## src/rtl/tk_pkg.sv

```systemverilog
// Shared types, limits and the hour display conversion for the timekeeper.
package tk_pkg;

    typedef logic [3:0] bcd_t;

    localparam logic [5:0] SEC_MAX      = 6'd59;
    localparam bcd_t       MIN_TENS_MAX = 4'd5;
    localparam bcd_t       BCD_MAX      = 4'd9;
    localparam logic [4:0] HR_MAX       = 5'd23;

    // Convert the binary 0-23 internal hour to two BCD display digits.
    // In 12-hour mode 0 shows as 12 and 13-23 fold down to 1-11.
    function automatic logic [7:0] hr_to_disp(input logic [4:0] hour, input logic mode12);
        logic [4:0] h;
        bcd_t       tens;
        bcd_t       ones;
        if (mode12) begin
            if (hour == 5'd0) begin
                h = 5'd12;
            end else if (hour > 5'd12) begin
                h = hour - 5'd12;
            end else begin
                h = hour;
            end
        end else begin
            h = hour;
        end
        // 20 mod 16 is 4 and 10 mod 16 wraps, so the low nibble gives the ones digit directly
        if (h >= 5'd20) begin
            tens = 4'd2;
            ones = h[3:0] - 4'd4;
        end else if (h >= 5'd10) begin
            tens = 4'd1;
            ones = h[3:0] - 4'd10;
        end else begin
            tens = 4'd0;
            ones = h[3:0];
        end
        return {tens, ones};
    endfunction

endpackage

```

## src/rtl/tk_divider.sv

```systemverilog
// Seconds prescaler: counts clock cycles and emits a one-cycle tick enable.
module tk_divider #(
    parameter int DIV_NORMAL = 7999999,
    parameter int DIV_FAST   = 399,
    parameter int DIV_W      = 23
) (
    input  logic clk,
    input  logic rst_n,
    input  logic run,
    input  logic fast,
    input  logic clr,
    output logic tick
);

    logic [DIV_W-1:0] div_r;
    logic [DIV_W-1:0] div_next_s;
    logic [DIV_W-1:0] lim_s;
    logic             tick_r;
    logic             tick_next_s;

    // Next divider value; ">=" lets a switch to the shorter period wrap at once.
    always_comb begin
        div_next_s  = div_r;
        tick_next_s = 1'b0;
        lim_s       = fast ? DIV_W'(DIV_FAST) : DIV_W'(DIV_NORMAL);
        if (clr) begin
            div_next_s  = {DIV_W{1'b0}};
            tick_next_s = 1'b0;
        end else if (run) begin
            if (div_r >= lim_s) begin
                div_next_s  = {DIV_W{1'b0}};
                tick_next_s = 1'b1;
            end else begin
                div_next_s  = div_r + DIV_W'(1);
                tick_next_s = 1'b0;
            end
        end else begin
            div_next_s  = div_r;
            tick_next_s = 1'b0;
        end
    end

    // Divider and tick registers.
    always_ff @(posedge clk or negedge rst_n) begin
        if (!rst_n) begin
            div_r  <= {DIV_W{1'b0}};
            tick_r <= 1'b0;
        end else begin
            div_r  <= div_next_s;
            tick_r <= tick_next_s;
        end
    end

    assign tick = tick_r;

endmodule

```

## src/rtl/clock_timekeeper.sv

```systemverilog
// Time-of-day core: h:m:s counters, set pulses, 12/24-hour display and daily alarm.
module clock_timekeeper
    import tk_pkg::*;
#(
    parameter int DIV_NORMAL       = 7999999,
    parameter int DIV_FAST         = 399,
    parameter int DIV_W            = 23,
    parameter bit ALARM_EN_DEFAULT = 1'b0
) (
    input  logic       pCLK,
    input  logic       nRST,
    input  logic       run,
    input  logic       fast,
    input  logic       mode12,
    input  logic       inc_min,
    input  logic       inc_hr,
    input  logic       alarm_arm,
    input  logic [4:0] alarm_hr,
    input  logic [5:0] alarm_min,
    output logic [5:0] sec,
    output logic [3:0] min_tens,
    output logic [3:0] min_ones,
    output logic [3:0] hr_tens,
    output logic [3:0] hr_ones,
    output logic       pm,
    output logic       tick,
    output logic       alarm_hit
);

    logic       tick_s;
    logic [5:0] sec_r,       sec_next_s;
    bcd_t       min_tens_r,  min_tens_next_s;
    bcd_t       min_ones_r,  min_ones_next_s;
    logic [4:0] hr_r,        hr_next_s;
    logic       arm_r;
    logic       alarm_hit_r, alarm_hit_next_s;
    bcd_t       min_tens_inc_s;
    bcd_t       min_ones_inc_s;
    logic       min_wrap_s;
    logic [4:0] hr_inc_s;
    logic [5:0] min_bin_s;

    tk_divider #(
        .DIV_NORMAL (DIV_NORMAL),
        .DIV_FAST   (DIV_FAST),
        .DIV_W      (DIV_W)
    ) u_divider (
        .clk   (pCLK),
        .rst_n (nRST),
        .run   (run),
        .fast  (fast),
        .clr   (inc_min),
        .tick  (tick_s)
    );

    // Incremented minute and hour candidates shared by counting and setting.
    always_comb begin
        min_wrap_s = (min_tens_r == MIN_TENS_MAX) && (min_ones_r == BCD_MAX);
        if (min_ones_r == BCD_MAX) begin
            min_ones_inc_s = 4'd0;
            if (min_tens_r == MIN_TENS_MAX) begin
                min_tens_inc_s = 4'd0;
            end else begin
                min_tens_inc_s = min_tens_r + 4'd1;
            end
        end else begin
            min_ones_inc_s = min_ones_r + 4'd1;
            min_tens_inc_s = min_tens_r;
        end
        hr_inc_s = (hr_r == HR_MAX) ? 5'd0 : hr_r + 5'd1;
    end

    // Next time: inc_min overrides a tick; inc_hr overrides any tick carry into hours.
    always_comb begin
        sec_next_s      = sec_r;
        min_tens_next_s = min_tens_r;
        min_ones_next_s = min_ones_r;
        if (inc_min) begin
            sec_next_s      = 6'd0;
            min_tens_next_s = min_tens_inc_s;
            min_ones_next_s = min_ones_inc_s;
        end else if (tick_s) begin
            if (sec_r == SEC_MAX) begin
                sec_next_s      = 6'd0;
                min_tens_next_s = min_tens_inc_s;
                min_ones_next_s = min_ones_inc_s;
            end else begin
                sec_next_s = sec_r + 6'd1;
            end
        end else begin
            sec_next_s = sec_r;
        end
        if (inc_hr) begin
            hr_next_s = hr_inc_s;
        end else if (tick_s && !inc_min && (sec_r == SEC_MAX) && min_wrap_s) begin
            hr_next_s = hr_inc_s;
        end else begin
            hr_next_s = hr_r;
        end
    end

    // Alarm fires only when a plain tick lands exactly on alarm_hr:alarm_min:00.
    always_comb begin
        min_bin_s = 6'(min_tens_next_s) * 6'd10 + 6'(min_ones_next_s);
        if (arm_r && tick_s && !inc_min && !inc_hr && (sec_next_s == 6'd0) &&
            (min_bin_s == alarm_min) && (hr_next_s == alarm_hr)) begin
            alarm_hit_next_s = 1'b1;
        end else begin
            alarm_hit_next_s = 1'b0;
        end
    end

    // Time, arm and alarm registers.
    always_ff @(posedge pCLK or negedge nRST) begin
        if (!nRST) begin
            sec_r       <= 6'd0;
            min_tens_r  <= 4'd0;
            min_ones_r  <= 4'd0;
            hr_r        <= 5'd0;
            arm_r       <= ALARM_EN_DEFAULT;
            alarm_hit_r <= 1'b0;
        end else begin
            sec_r       <= sec_next_s;
            min_tens_r  <= min_tens_next_s;
            min_ones_r  <= min_ones_next_s;
            hr_r        <= hr_next_s;
            arm_r       <= alarm_arm;
            alarm_hit_r <= alarm_hit_next_s;
        end
    end

    assign sec                = sec_r;
    assign min_tens           = min_tens_r;
    assign min_ones           = min_ones_r;
    assign {hr_tens, hr_ones} = hr_to_disp(hr_r, mode12);
    assign pm                 = (hr_r >= 5'd12);
    assign tick               = tick_s;
    assign alarm_hit          = alarm_hit_r;

endmodule

```

## config.mk

```make
export PLATFORM = sky130hd
export DESIGN_NAME = clock_timekeeper
export DESIGN_NICKNAME = d
export VERILOG_FILES = /design/src/rtl/tk_pkg.sv /design/src/rtl/tk_divider.sv /design/src/rtl/clock_timekeeper.sv
export SDC_FILE = /design/constraint.sdc
export NUM_CORES = 1
export LEC_CHECK = 0
export CAP_MARGIN = 20
export CORE_UTILIZATION = 51
export CTS_CLUSTER_SIZE = 40
export DETAILED_ROUTE_END_ITERATION = 8
export PLACE_DENSITY = 0.74
export SLEW_MARGIN = 10
export SYNTH_ARGS = -nofsm -noshare
export SYNTH_HDL_FRONTEND = slang
export SYNTH_SLANG_ARGS = --single-unit
```

## constraint.sdc

```tcl
create_clock -name pCLK -period 3.35 [get_ports pCLK]
set_input_delay 0.5025 -clock pCLK [delete_from_list [all_inputs] [get_ports pCLK]]
set_output_delay 0.5025 -clock pCLK [all_outputs]
set_load 0.03 [all_outputs]
```

# Word level (Yosys, flattened, before mapping)
# Index checks and enable logic that the tools add are counted.
[op_classes]
add_sub_neg = 9
n_mul = 1
n_lt_le_gt_ge = 5
n_eq_ne = 6
n_mux = 30
n_reduce_logical = 15
[op_table]
columns = ["cell", "n"]
rows = [
  ["$mux W23", 4],
  ["$mux W4", 11],
  ["$mux W5", 6],
  ["$add A23 B1 Y23 const B", 1],
  ["$ge A23 B23 Y1", 1],
  ["$mux W6", 3],
  ["$ge A5 B4 Y1 const B", 2],
  ["$logic_and A1 B1 Y1", 10],
  ["$add A4 B1 Y4 const B", 2],
  ["$add A6 B1 Y6 const B", 1],
  ["$add A6 B4 Y6", 1],
  ["$eq A6 B6 Y1", 1],
  ["$eq A6 B6 Y1 const B", 1],
  ["$logic_not A6 Y1", 1],
  ["$add A5 B1 Y5 const B", 1],
  ["$eq A5 B5 Y1", 1],
  ["$eq A5 B5 Y1 const B", 1],
  ["$ge A5 B5 Y1 const B", 1],
  ["$gt A5 B4 Y1 const B", 1],
  ["$logic_not A5 Y1", 1],
  ["$mul A4 B3 Y5 const B", 1],
  ["$mux W1", 5],
  ["$sub A5 B4 Y5 const B", 1],
  ["$eq A4 B3 Y1 const B", 1],
  ["6 further kinds", 7],
]
[totals]
register_bits = 45
in_bits = 19
wordCells = 74

# Depth between registers and ports, before layout
[logic_depth]
ltp_word = 12
ltp_mapped = 16
depth_no_buf = 14

# Cells and area by module
# Synthesis repeated with hierarchy kept, for this count alone.
[unflattened]
cells_unflattened = 414
hier_area_um2 = 3619.7
[modules_own_cells]
columns = ["module", "n_inst", "cells_each", "area_per_inst_um2"]
rows = [
  ["clock_timekeeper", 1, 201, 1814.2],
  ["tk_divider", 1, 213, 1805.5],
]

# Worst setup path after synthesis
# No wires, ideal clock.
[synth_path]
path_type = "reg-to-reg"
from = "register sec_r[0], in the netlist sec[0]"
to = "register alarm_hit_r, in the netlist alarm_hit"
arrival_time_ns = 3.500
required_ns = 3.282
slack_ns = -0.217
path_stages_with_launch = 17
n_path_buf = 2
synth_period_minus_slack_ns = 3.567
path_cell_list = "dfrtp_1 -> ha_1 -> and2_1 -> buf_2 -> a21o_1 -> clkbuf_1 -> nand2_1 -> xnor2_1 -> ha_1 -> inv_1 -> fa_1 -> xor2_1 -> nand3_1 -> a311oi_1 -> o211ai_1 -> nor4_1 -> and4_1"
[synth_between]
elab_chain_len = 10
word_cells_on_any_way = 24
classes_between = "add/sub (2); mul (1); eq/ne (3); mux (12); reduce/logical (6)"
[synth_lines]
columns = ["element", "line", "source"]
rows = [
  ["start, declared", "clock_timekeeper.sv:31", "logic [5:0] sec_r, sec_next_s;"],
  ["start signal, assigned", "clock_timekeeper.sv:123", "sec_r <= sec_next_s;"],
  ["$eq A6 B6 Y1", "clock_timekeeper.sv:83", "if (sec_r == SEC_MAX) begin"],
  ["$mux W4", "clock_timekeeper.sv:83", ""],
  ["$mux W4", "clock_timekeeper.sv:82", "end else if (tick_s) begin"],
  ["$mux W4", "clock_timekeeper.sv:78", "if (inc_min) begin"],
  ["net min_tens_next_s[0]", "clock_timekeeper.sv:32", "bcd_t min_tens_r, min_tens_next_s;"],
  ["$mul A4 B3 Y5", "clock_timekeeper.sv:104", "min_bin_s = 6'(min_tens_next_s) * 6'd10 + 6'(min_ones_next_s);"],
  ["$add A6 B4 Y6", "clock_timekeeper.sv:104", ""],
  ["$eq A6 B6 Y1", "clock_timekeeper.sv:106", "(min_bin_s == alarm_min) && (hr_next_s == alarm_hr)) begin"],
  ["$logic_and A1 B1 Y1", "clock_timekeeper.sv:105", "if (arm_r && tick_s && !inc_min && !inc_hr && (sec_next_s == 6'd0) &&"],
  ["$logic_and A1 B1 Y1", "clock_timekeeper.sv:106", ""],
  ["$mux W1", "clock_timekeeper.sv:105", ""],
  ["net alarm_hit_next_s", "clock_timekeeper.sv:36", "logic alarm_hit_r, alarm_hit_next_s;"],
  ["end signal, assigned", "clock_timekeeper.sv:128", "alarm_hit_r <= alarm_hit_next_s;"],
  ["end, declared", "clock_timekeeper.sv:36", ""],
]
# The timed path passes the listed nets, and every way through them passes these cells.
# A chain may end at the register's enable or synchronous reset.

# Worst setup path after layout
[layout_path]
from = "register hr_r[2]"
to = "output port hr_ones[1]"
[layout_between]
elab_chain_len = 7
word_cells_on_any_way = 12
classes_between = "add/sub (3); order compare (3); mux (5); reduce/logical (1)"
[layout_lines]
columns = ["element", "line", "source"]
rows = [
  ["start, declared", "clock_timekeeper.sv:34", "logic [4:0] hr_r, hr_next_s;"],
  ["start signal, assigned", "clock_timekeeper.sv:126", "hr_r <= hr_next_s;"],
  ["$sub A5 B4 Y5 or $gt A5 B4 Y1 (tied branches)", "tk_pkg.sv:21, tk_pkg.sv:20", ""],
  ["$mux W5", "tk_pkg.sv:20", "end else if (hour > 5'd12) begin"],
  ["$mux W5", "tk_pkg.sv:18", "if (hour == 5'd0) begin"],
  ["$mux W5 (*)", "tk_pkg.sv:17", "if (mode12) begin"],
  ["$ge A5 B4 Y1 or $sub A4 B4 Y4 (tied branches)", "tk_pkg.sv:32, tk_pkg.sv:34", ""],
  ["$mux W4", "tk_pkg.sv:32", "end else if (h >= 5'd10) begin"],
  ["$mux W4 (*)", "tk_pkg.sv:29", "if (h >= 5'd20) begin"],
  ["end, declared", "clock_timekeeper.sv:24", "output logic [3:0] hr_ones,"],
]
# Every way passes the cells marked *; elsewhere a longest branch is shown, timed or not.

==> impl_metrics.yaml <==
global_route:
  grtUsageTotal_pct: 24.8
  grt_start_max_net_pins: 46
  first_global_vias: 3015
  grt_first_pass_wirelength_mm: 14.3
  global_route_total_overflow: 0
  antenna_found_initial: 0
critical_path:
  worst-path-max-fanout: 5
  regToRegSetupSlack_ns: 0.16
  critPathMaxStageDelay_ns: 0.45
  endpoint_kind: "output pin"
  startpoint_type_of_the_worst_setup_path: "flop"
  critical-path-slowest-cell: "sky130_fd_sc_hd__dfrtp_2"
  timing.setup.critical_path_class: "reg -> out"
  cp.required_ns: 2.85
  crit_path_cell_trace: "buf_6 -> buf_4 -> a31o_4 -> a31oi_4 -> or2_4 -> inv_1 -> ha_4 -> and3_4 -> buf_4 -> o41ai_4 -> xnor2_2 -> buf_6"
  critPathTopFamily: "compound AO/OA/AOI/OAI gates"
  worst_path_arrival_ns: 2.81
  timing.critical_path.buf_inv: 5
yosys:
  cell_area_after_technology_mapping_sq_um: 3440
  synth_mux_area_share_pct: 2.43
  yosysUniqueCellTypes: 57
  synth-compound-area-share_pct: 19.3
  post_synth_inst_count: 399
  yosys_register_bits: 45
  number_of_warnings_issued_by_yosys: 0
  yosys.area_share.simple_pct: 24.2
  share_of_synthesized_area_occupied_by_flip_flops_and_latches_pct: 32.7
  synth_xor_area_share_pct: 5.60
  synth.avg_cell_area_sq_um: 8.63
  dominantRegCellSynth: "sky130_fd_sc_hd__dfrtp_1"
  synth-edff-count: 0
  async_flop_share_pct: 100
  yosys.area_share.adder_pct: 10.4
  dominant_combinational_cell_family_by_area_after_synthesis: "simple AND/OR/NAND/NOR gates"
final_layout:
  post_route_cell_area_sq_um: 4480
  final_layout_size_suffix_gt1_share_pct: 22.2
  layout.nets: 519
  final_cell_mix: "sky130_fd_sc_hd__dfrtp_1 (41), sky130_fd_sc_hd__buf_4 (41), sky130_fd_sc_hd__clkdlybuf4s50_1 (34)"
  synthesis_to_finish_area_growth_pct: 30.1
  post-route-util_pct: 69.7
  diodes: 0
cts:
  worst_setup_hold_path_clk_slew_ns: 0.09
  cts_inserted_buffers: 5
  clock_path_buffers: 2
  cts_tree: "yes"
  clock-root-buffer: "sky130_fd_sc_hd__clkbuf_8"
  cts.hold.buffers_added: 0
  clock_sink_count: 45
  cts_max_level: 2
  clk_latency_ns: 0.30
drt:
  overall_routed_net_length_mm: 9.27
  wire_length_on_met1_mm: 4.06
  dr_total_vias: 3297
  post_dr_vias_cell: 5.99
  maxUsedRoutingLayer: "met4"
  post_drt_wl_per_cell_um: 16.9
  dr_wl_met2_mm: 4.77
  route.antenna.remaining_nets: 0
  starting_drc_count_in_detailed_routing: 117
  wl_met3_um: 330
  drt_drc_violations_left: 4
  first_pass_iters: 6
die:
  core-area_sq_um: 6420
  row_count: 29
  die_w_um: 84.2
  initial_utilization_pct: 53.6
  dieArea_sq_um: 7080
  io_pins: 44
  chipHeight_um: 84.2
sta:
  finalSetupViolations: 0
  timing.slew.headroom_pct: 60.7
  finalHoldViolCount: 0
  period_share_pct: 98.9
  fmaxAchievable_ghz: 0.302
  grt_setup_unrepaired: "yes"
  final.setup_skew_ns: 0.00984
  time_the_final_worst_path_needs_with_i_o_delays_and_setup_ns: 3.31
  worst-slew-pin-transition_ns: 0.584
  timing.final.max_slew_violations: 0
power_and_ir_drop:
  combinationalPowerShare_pct: 64.5
  netSwitchingFraction_pct: 43.5
  power.switching_uw: 1440
  clkPwrFrac_pct: 12.8
  power_density_nw_per_um2: 740
  max_vdd_drop_mv: 0.409
  power.internal_uw: 1870
  leakage_power_figure_uw: 0.00203
  power.share.sequential_pct: 22.8
placement:
  post_dp_cell_area_sq_um: 4070
  dp_hpwl_mm: 6.19
  io_buffer_count: 41
  routabilityCongestion: 0.856
hold_path:
  path_type_of_the_worst_min_delay_path: "in -> async"
flow_run:
  max-cap-violations: 0
run_status:
  status: "finished with violations"
  failing_checks: "DRC"
[routing by layer]
metal | global-route usage, % | vias up
li1 | - | 1600
met1 | 32.9 | 1606
met2 | 43.8 | 81
met3 | 3.15 | 10
met4 | 4.70 | 0
met5 | 0 | -
[power by group through the flow]
stage	Combinational [uW]	Clock, uW	Sequential [uW]
floorplan	1110	0	804
global placement	1710	0	752
detailed placement	1750	0	758
CTS	1830	438	730
global route	2300	457	770
finish	2140	423	754
[through the flow]
| stage | setup TNS, ns | hold slack, ns | setup slack (ns) | cells | power, uW |
|---|---|---|---|---|---|
| 4_1_cts | 0 | 0.398 | 0.00720 | 540 | 3000 |
| 5_1_grt | -0.130 | 0.0508 | -0.0603 | 550 | 3530 |
| 6_report | 0 | 0.0456 | 0.0368 | 550 | 3310 |
| 2_1_floorplan | -0.0786 | 0.207 | -0.0786 | 400 | 1910 |
| 3_3_place_gp | -0.110 | 0.497 | -0.110 | 527 | 2460 |
| 3_5_place_dp | -0.201 | 0.524 | -0.182 | 527 | 2510 |
[final timing paths]
check,start,end,cells past startpoint
worst max-delay path,hr_r[2],hr_ones[1],12
worst min-delay path,nRST,min_ones[1],1
worst max register to register,min_ones[1],alarm_hit,14
worst min register to register,u_divider.div_r[13],u_divider.div_r[13],1
max in group asynchronous,nRST,hr_r[3],2
min in group pCLK,u_divider.div_r[13],u_divider.div_r[13],1
[synthesized netlist by cell type (all sizes together), types with 4 or more instances]
master   n  share of area, %
nor2    28               3.1
mux2i    5               1.5
o31ai    5               1.5
a31oi   20               3.6
nand2b   4              0.73
xnor2   19               4.8
and3    11               2.0
nand2   34               3.7
a21oi   26               3.8
or3      4              0.73
ha      27               9.8
nor4     4              0.73
o21ai   20               2.9
and2     6               1.1
clkbuf   8              0.87
nor3     8               1.2
or2      6               1.1
nand4    5              0.91
o211ai   4              0.87
inv     20               2.2
a41oi    6               1.7
nand3   24               3.5
dfrtp   45                33
or2b     5               1.1
buf     10               2.3
[cells by family after synthesis]
logic type               Yosys count
AND/OR/NAND/NOR                  157
AO/OA/AOI/OAI                    100
flip-flops                        45
buffers and inverters             38
adder cells (fa/ha/maj)           28
XOR/XNOR                          22
multiplexers                       8
other                              1
[registers in the layout, summed over array words and instances (netlist names)]
| name | cells |
|---|---|
| alarm_hit | 1 |
| arm_r | 1 |
| hr_r | 5 |
| min_ones | 4 |
| min_tens | 4 |
| sec | 6 |
| u_divider.div_r | 23 |
| u_divider.tick | 1 |
[what timing repair did]
action / in CTS / in global routing
setup endpoints to repair: 5 / 6
resized for setup: 5 / 41
pin swaps: 0 / 16
buffers inserted: 5 / 9
[final cells by class]
type | count | area, sq um
timing repair buffer | 83 | 748
multi-input combinational | 317 | 2310
clock buffer | 5 | 68.8
sequential | 45 | 1130
fill | 498 | 1940
clock inverter | 3 | 46.3
tap | 77 | 96.3
inverter | 20 | 75.1
[worst register-to-register path, cell delays in order, from the launching register on]
cell	delay, ns
sky130_fd_sc_hd__dfrtp_1	0.40
sky130_fd_sc_hd__inv_2	0.07
sky130_fd_sc_hd__ha_1	0.20
sky130_fd_sc_hd__and3b_2	0.26
sky130_fd_sc_hd__or3_4	0.34
sky130_fd_sc_hd__o21ai_2	0.08
sky130_fd_sc_hd__ha_2	0.20
sky130_fd_sc_hd__inv_1	0.06
sky130_fd_sc_hd__fa_1	0.52
sky130_fd_sc_hd__xor2_1	0.19
sky130_fd_sc_hd__nand3_1	0.13
sky130_fd_sc_hd__a311oi_2	0.21
sky130_fd_sc_hd__o211ai_1	0.12
sky130_fd_sc_hd__nor4_1	0.15
sky130_fd_sc_hd__and4_1	0.21
Note: power is estimated with default switching activity, not from simulation.
